--- src/rtl/spike_log_pkg.sv ---
// spike_log_pkg: default sizing constants shared by the output spike logger files.
package spike_log_pkg;
    localparam int DEF_NUM_OUT    = 2;
    localparam int DEF_TS_WIDTH   = 12;
    localparam int DEF_FIFO_DEPTH = 8;
    localparam int DEF_CNT_WIDTH  = 8;
    localparam int EVT_W          = DEF_TS_WIDTH + DEF_NUM_OUT;
endpackage

--- src/rtl/output_spike_logger_if.sv ---
// output_spike_logger_if: host readout port of the event FIFO (FWFT head plus pop request).
interface output_spike_logger_if
    import spike_log_pkg::*;
#(
    parameter int W = EVT_W
);
    logic         rd_en;
    logic [W-1:0] rd_data;
    logic         rd_valid;
    modport master (output rd_en, input rd_data, input rd_valid);
    modport slave  (input rd_en, output rd_data, output rd_valid);
endinterface

--- src/rtl/spike_event_fifo.sv ---
// spike_event_fifo: count-based FWFT FIFO; head reads as zero while empty.
module spike_event_fifo #(
    parameter int W     = 14,
    parameter int DEPTH = 8
)(
    input  logic         clk,
    input  logic         rst,
    input  logic         push,
    input  logic         pop,
    input  logic [W-1:0] wdata,
    output logic [W-1:0] rdata,
    output logic         full,
    output logic         empty
);
    localparam int AW = $clog2(DEPTH);
    logic [W-1:0]  mem [DEPTH];
    logic [AW-1:0] wp, rp;
    logic [AW:0]   cnt;
    logic          do_push, do_pop;
    assign empty   = cnt == '0;
    assign full    = cnt == (AW+1)'(DEPTH);
    assign do_pop  = pop & ~empty;
    // a pop frees the slot, so a push into a full FIFO still lands when both happen together
    assign do_push = push & (~full | do_pop);
    assign rdata   = empty ? '0 : mem[rp];
    always_ff @(posedge clk) begin
        if (rst) begin
            wp  <= '0;
            rp  <= '0;
            cnt <= '0;
        end else begin
            if (do_push) begin
                mem[wp] <= wdata;
                wp      <= wp + 1'b1;
            end
            if (do_pop) rp <= rp + 1'b1;
            cnt <= cnt + (AW+1)'(do_push) - (AW+1)'(do_pop);
        end
    end
endmodule

--- src/rtl/output_spike_logger.sv ---
// output_spike_logger: timestamps firing timesteps into an event FIFO and
// produces windowed per-neuron spike-rate counts.
module output_spike_logger
    import spike_log_pkg::*;
#(
    parameter int NUM_OUT    = DEF_NUM_OUT,
    parameter int TS_WIDTH   = DEF_TS_WIDTH,
    parameter int FIFO_DEPTH = DEF_FIFO_DEPTH,
    parameter int CNT_WIDTH  = DEF_CNT_WIDTH
)(
    input  logic                          system_clock,
    input  logic                          reset,
    input  logic                          enable,
    input  logic                          delay_clk,
    input  logic [NUM_OUT-1:0]            output_spikes,
    input  logic [7:0]                    window_len,
    input  logic                          clear_overflow,
    output_spike_logger_if.slave          rd,
    output logic                          fifo_full,
    output logic                          overflow,
    output logic [NUM_OUT*CNT_WIDTH-1:0]  spike_count,
    output logic                          count_valid
);
    logic                 dclk_q, tick, push, empty, cnt_en, win_end;
    logic [TS_WIDTH-1:0]  ts;
    logic [7:0]           wcnt;
    logic [CNT_WIDTH-1:0] acc    [NUM_OUT];
    logic [CNT_WIDTH-1:0] acc_nx [NUM_OUT];
    assign tick        = delay_clk & ~dclk_q;
    assign push        = tick & enable & (|output_spikes);
    assign cnt_en      = tick & enable & (window_len != 8'd0);
    assign win_end     = cnt_en & (wcnt == window_len - 8'd1);
    assign rd.rd_valid = ~empty;
    spike_event_fifo #(
        .W     (TS_WIDTH + NUM_OUT),
        .DEPTH (FIFO_DEPTH)
    ) u_fifo (
        .clk   (system_clock),
        .rst   (reset),
        .push  (push),
        .pop   (rd.rd_en),
        .wdata ({ts, output_spikes}),
        .rdata (rd.rd_data),
        .full  (fifo_full),
        .empty (empty)
    );
    always_comb begin
        for (int i = 0; i < NUM_OUT; i++)
            acc_nx[i] = &acc[i] ? acc[i] : acc[i] + CNT_WIDTH'(output_spikes[i]);
    end
    always_ff @(posedge system_clock) begin
        if (reset) begin
            dclk_q      <= 1'b0;
            ts          <= '0;
            overflow    <= 1'b0;
            wcnt        <= 8'd0;
            count_valid <= 1'b0;
            spike_count <= '0;
            for (int i = 0; i < NUM_OUT; i++) acc[i] <= '0;
        end else begin
            dclk_q      <= delay_clk;
            count_valid <= 1'b0;
            if (tick) ts <= ts + 1'b1;
            // a drop outranks a simultaneous clear so no lost event goes unreported
            if (push & fifo_full & ~rd.rd_en) overflow <= 1'b1;
            else if (clear_overflow) overflow <= 1'b0;
            if (cnt_en) begin
                wcnt        <= win_end ? 8'd0 : wcnt + 8'd1;
                count_valid <= win_end;
                for (int i = 0; i < NUM_OUT; i++) begin
                    acc[i] <= win_end ? '0 : acc_nx[i];
                    if (win_end) spike_count[i*CNT_WIDTH +: CNT_WIDTH] <= acc_nx[i];
                end
            end
        end
    end
endmodule
--- src/flat_wrapper.sv ---
// flat-port wrapper written by rule: the top's interface ports become plain ports
module output_spike_logger_flat import spike_log_pkg::*;
#(
    parameter int NUM_OUT    = DEF_NUM_OUT,
    parameter int TS_WIDTH   = DEF_TS_WIDTH,
    parameter int FIFO_DEPTH = DEF_FIFO_DEPTH,
    parameter int CNT_WIDTH  = DEF_CNT_WIDTH
)
  (system_clock, reset, enable, delay_clk, output_spikes, window_len, clear_overflow, fifo_full, overflow, spike_count, count_valid, rd_rd_en, rd_rd_data, rd_rd_valid);
  output_spike_logger_if rd_i ();
  input  logic system_clock;
  input  logic reset;
  input  logic enable;
  input  logic delay_clk;
  input  logic [NUM_OUT-1:0] output_spikes;
  input  logic [7:0] window_len;
  input  logic clear_overflow;
  output logic fifo_full;
  output logic overflow;
  output logic [NUM_OUT*CNT_WIDTH-1:0] spike_count;
  output logic count_valid;
  input wire logic [$bits(rd_i.rd_en)-1:0] rd_rd_en;
  output wire logic [$bits(rd_i.rd_data)-1:0] rd_rd_data;
  output wire logic [$bits(rd_i.rd_valid)-1:0] rd_rd_valid;
  assign rd_i.rd_en = rd_rd_en;
  assign rd_rd_data = rd_i.rd_data;
  assign rd_rd_valid = rd_i.rd_valid;
  output_spike_logger #(.NUM_OUT(NUM_OUT), .TS_WIDTH(TS_WIDTH), .FIFO_DEPTH(FIFO_DEPTH), .CNT_WIDTH(CNT_WIDTH)) u_core (.system_clock(system_clock), .reset(reset), .enable(enable), .delay_clk(delay_clk), .output_spikes(output_spikes), .window_len(window_len), .clear_overflow(clear_overflow), .rd(rd_i), .fifo_full(fifo_full), .overflow(overflow), .spike_count(spike_count), .count_valid(count_valid));
endmodule
--- config.mk ---
export PLATFORM = sky130hd
export DESIGN_NAME = output_spike_logger_flat
export DESIGN_NICKNAME = d
export VERILOG_FILES = /design/src/rtl/spike_log_pkg.sv /design/src/rtl/output_spike_logger_if.sv /design/src/rtl/spike_event_fifo.sv /design/src/rtl/output_spike_logger.sv /design/src/flat_wrapper.sv
export SDC_FILE = /design/constraint.sdc
export NUM_CORES = 1
export LEC_CHECK = 0
export ABC_AREA = 1
export CAP_MARGIN = 10
export CORE_MARGIN = 5
export CORE_UTILIZATION = 30
export DETAILED_ROUTE_END_ITERATION = 8
export GPL_ROUTABILITY_DRIVEN = 0
export SLEW_MARGIN = 20
export SYNTH_ARGS = -nofsm -noshare
export SYNTH_HDL_FRONTEND = slang
export SYNTH_SLANG_ARGS = --single-unit
--- constraint.sdc ---
create_clock -name system_clock -period 3 [get_ports system_clock]
set_input_delay 0.3 -clock system_clock [delete_from_list [all_inputs] [get_ports system_clock]]
set_output_delay 0.3 -clock system_clock [all_outputs]
set_load 0.02 [all_outputs]
==> results.sh <==
export IMPL_p_comb_share_pct=25.3
export IMPL_p_sw_share_pct=31.25
export IMPL_finalHoldWorstSlack_ns=0.4702
export IMPL_cts_resized=0
export IMPL_hold_viol_final=0
export IMPL_antennaDiodeCount=0
export IMPL_globalRoute_totalOverflow=0
export IMPL_io_pins=50
export IMPL_synth_nets=861
export IMPL_p_sw_mw=2.117
export IMPL_holdPathStages=2
export IMPL_startpoint_type="flip-flop"
export IMPL_power_density_nw_per_um2=700.3
export IMPL_vias=5839
export IMPL_synthDistinctLibCells=39
export IMPL_p_leak_nw=3.704
export IMPL_rsz0062_at_grt="no"
export IMPL_fin_skew_ns=0.01408
export IMPL_post_cts_buffers=0
export IMPL_clock_sinks=180
export IMPL_clockRootBuffer="clkbuf_16"
export IMPL_worst_slew_pin_slew_ns=0.5403
export IMPL_port_buffers=49
export IMPL_cts_tree="yes"
export IMPL_max_freq_ghz=0.3597
export IMPL_numCtsBuffers=17
export IMPL_area_delta_synth_final_pct=19.03
export IMPL_syn_inst=829
export IMPL_path_clk_slew_ns=0.07
export IMPL_synth_warnings=0
export IMPL_avgRoutedWirePerCell_um=14.69
export IMPL_r2r_end="u_core.u_fifo.cnt[3]$_SDFF_PP0_"
export IMPL_drive_above_1_share_pct=10.46
export IMPL_cp_data_arrival_time_ns=2.48
export IMPL_required_ns=2.70
export IMPL_post_route_period_util_pct=92.66
export IMPL_cts_htree_levels=4
export IMPL_hold_start="u_core.spike_count[13]$_SDFFE_PP0P_"
export IMPL_synthFlopType="edfxtp_1"
export IMPL_seq_area_frac_synth_pct=60.10
export IMPL_cap_violations=0
export IMPL_synth_top_area_share_pct=47.29
export IMPL_p_int_mw=4.658
export IMPL_grt_max_degree=57
export IMPL_cts_path_max_buffers=2
export IMPL_nNetsFinal=918
export IMPL_p_clk_share_pct=33.7
export IMPL_async_reset_ff_share_pct=0
export IMPL_die_y_um=174.6
export IMPL_fin_setup_tns_ns=0
export IMPL_drt_total_wl_mm=18.22
export IMPL_initial_core_util_pct=30.33
export IMPL_hold_class="reg2reg"
export IMPL_hold_buffers=0
export IMPL_fp_dieW_um=174.6
export IMPL_max_vdd_ir_drop_mv=0.3050
export IMPL_grt_use_total_pct=12.34
export IMPL_dpl_hpwl_mm=11.99
export IMPL_maxSlewViolCount=0
export IMPL_status="completed"
export IMPL_seq_power_share_pct=40.9
export IMPL_drc=0
export IMPL_rows=60
export IMPL_crit_fanout=32
export IMPL_relSlewSlack_pct=63.98
export IMPL_vias_per_cell=4.709
export IMPL_post_route_min_period_ns=2.780
export IMPL_cp_slowest_cell="clkdlybuf4s50_1"
export IMPL_grt_pass1_vias=5713
export IMPL_rrSetupSlack_ns=0.67
export IMPL_synth_edff_count=128
export IMPL_ff2ff_path_depth=12
export IMPL_ys_seq_elements=180
export IMPL_holdPathEnd="u_core.spike_count[13]$_SDFFE_PP0P_"
export IMPL_syn_area_sq_um=8128
export IMPL_setup_viol=0
export IMPL_dieArea_sq_um=30490
export IMPL_grt_antenna_before_repair=0
export IMPL_crit_chain="buf_4, nor2_1, o32ai_1, o21ai_0, nor2_1, clkdlybuf4s50_1"
export IMPL_slowest_delay_ns=0.62
export IMPL_drtIter0Drc=436
export IMPL_critPathKind="reg2out"
export IMPL_avgSynthCellArea_sq_um=9.804
export IMPL_reg2reg_from="u_core.u_fifo.cnt[2]$_SDFF_PP0_"
export IMPL_ant_nets=0
export IMPL_grt_pass1_wl_mm=30.04
export IMPL_first_pass_iters=5
export IMPL_synth_top_cell_by_area="edfxtp_1"
export IMPL_core_area_sq_um=26800
export IMPL_setup_ws_ns=0.2203
export IMPL_crit_path_frequent_cell="nor2_1"
export IMPL_pre_cts_slack_ns=0.3709
export IMPL_clock_latency_ns=0.44
export IMPL_synth_area_leaders="edfxtp_1, dfxtp_1, nor2_1"
export IMPL_endpoint_kind="output pin"
area by class of cell:
cell class                      count  area, sq um
Clock buffer                       18        429.2
Clock inverter                     14        168.9
Fill cell                        2672        17130
Inverter                           74        277.8
Multi-Input combinational cell    543         2814
Sequential cell                   180         4885
Tap cell                          341        426.7
Timing Repair Buffer               70        673.1
power by group through the flow:
stage / sequential [mW] / combinational [mW] / clock [mW]
floorplan: 2.81 / 1.07 / 0
global placement: 2.83 / 1.73 / 0
detailed placement: 2.83 / 1.74 / 0
CTS: 2.77 / 1.75 / 2.32
global route: 2.79 / 1.92 / 2.44
finish: 2.77 / 1.72 / 2.29
cell usage in the layout (no fill, tap or decap), drive strengths merged, types with 4 or more instances in the layout:
cell type / Yosys / routed
inv: 74 / 81
nand4: 22 / 22
xor2: 7 / 7
clkdlybuf4s50: 0 / 49
dfxtp: 52 / 52
nand3: 48 / 48
clkinv: 0 / 4
nor3: 5 / 5
o32ai: 28 / 28
or2: 9 / 9
nand3b: 4 / 4
xnor2: 7 / 7
nor2: 195 / 195
ha: 15 / 15
nand2: 117 / 117
edfxtp: 128 / 128
o21ai: 63 / 63
buf: 13 / 21
a21oi: 14 / 14
clkbuf: 19 / 18
sequential cells by signal, indices dropped and copies added, names as in the netlist, 3 cells and up, named ones only:
signal and count:
u_core.wcnt 8, u_core.ts 12, u_core.u_fifo.rp 3, u_core.u_fifo.wp 3, u_core.u_fifo.cnt 4, u_core.acc 16
u_core.u_fifo.mem 112, u_core.spike_count 16
synth_stat cells (3+ instances only):
| cell | instances |
|---|---|
| clkbuf_1 | 19 |
| dfxtp_1 | 52 |
| o21ai_0 | 60 |
| xor2_1 | 7 |
| nand3_1 | 39 |
| or2_2 | 9 |
| a21oi_1 | 14 |
| buf_2 | 7 |
| o32ai_1 | 28 |
| nand3b_1 | 4 |
| nand2_2 | 3 |
| inv_2 | 3 |
| nor2_2 | 14 |
| xnor2_1 | 7 |
| edfxtp_1 | 128 |
| nand4_1 | 22 |
| nor3_1 | 4 |
| nor2_1 | 179 |
| nand3_2 | 9 |
| nand2_1 | 112 |
| ha_1 | 15 |
| inv_1 | 71 |
worst max-delay path: cells and delay by family (launching register included):
kind	cells	cell delay, ns
and+or+nand+nor	2	0.20
buffers and inverters	2	0.97
DFF	1	0.40
AOI/OAI and AO/OA	2	0.48
stage by stage:
stage | area (sq um) | util (%) | std cells | total power [mW]
2_1_floorplan | 8128 | - | 829 | 3.888
3_3_place_gp | 9076 | 33.87 | 1208 | 4.558
3_5_place_dp | 9076 | 33.87 | 1208 | 4.574
4_1_cts | 9674 | 36.10 | 1240 | 6.844
5_1_grt | 9674 | 36.10 | 1240 | 7.144
6_report | 9674 | 36.10 | 1240 | 6.775
per-layer routing:
metal	global-route usage [%]	up-vias	share of wire [%]
li1	-	2947	-
met5	0	-	0
met2	20.06	113	47
met3	2.878	10	4.2
met1	16.83	2769	48
met4	2.913	0	0.69
kinds of logic after synthesis:
| kind of cell | after synthesis | share of synthesized area [%] |
|---|---|---|
| XOR/XNOR | 14 | 1.509 |
| buffers and inverters | 106 | 5.280 |
| AND/OR/NAND/NOR | 402 | 22.21 |
| adder cells (fa/ha/maj) | 16 | 2.555 |
| flip-flops | 180 | 60.10 |
| AO/OA/AOI/OAI | 111 | 8.344 |
worst max path at each step:
stage	end	slack, ns
floorplan	u_core.u_fifo.cnt[2]$_SDFF_PP0_	0.58
global placement	u_core.u_fifo.cnt[2]$_SDFF_PP0_	0.44
detailed placement	u_core.u_fifo.cnt[2]$_SDFF_PP0_	0.37
CTS	rd_rd_data[11]	0.15
global route	rd_rd_data[12]	0.008
finish	rd_rd_data[11]	0.22
No activity file was read; power rests on OpenSTA's default activity.
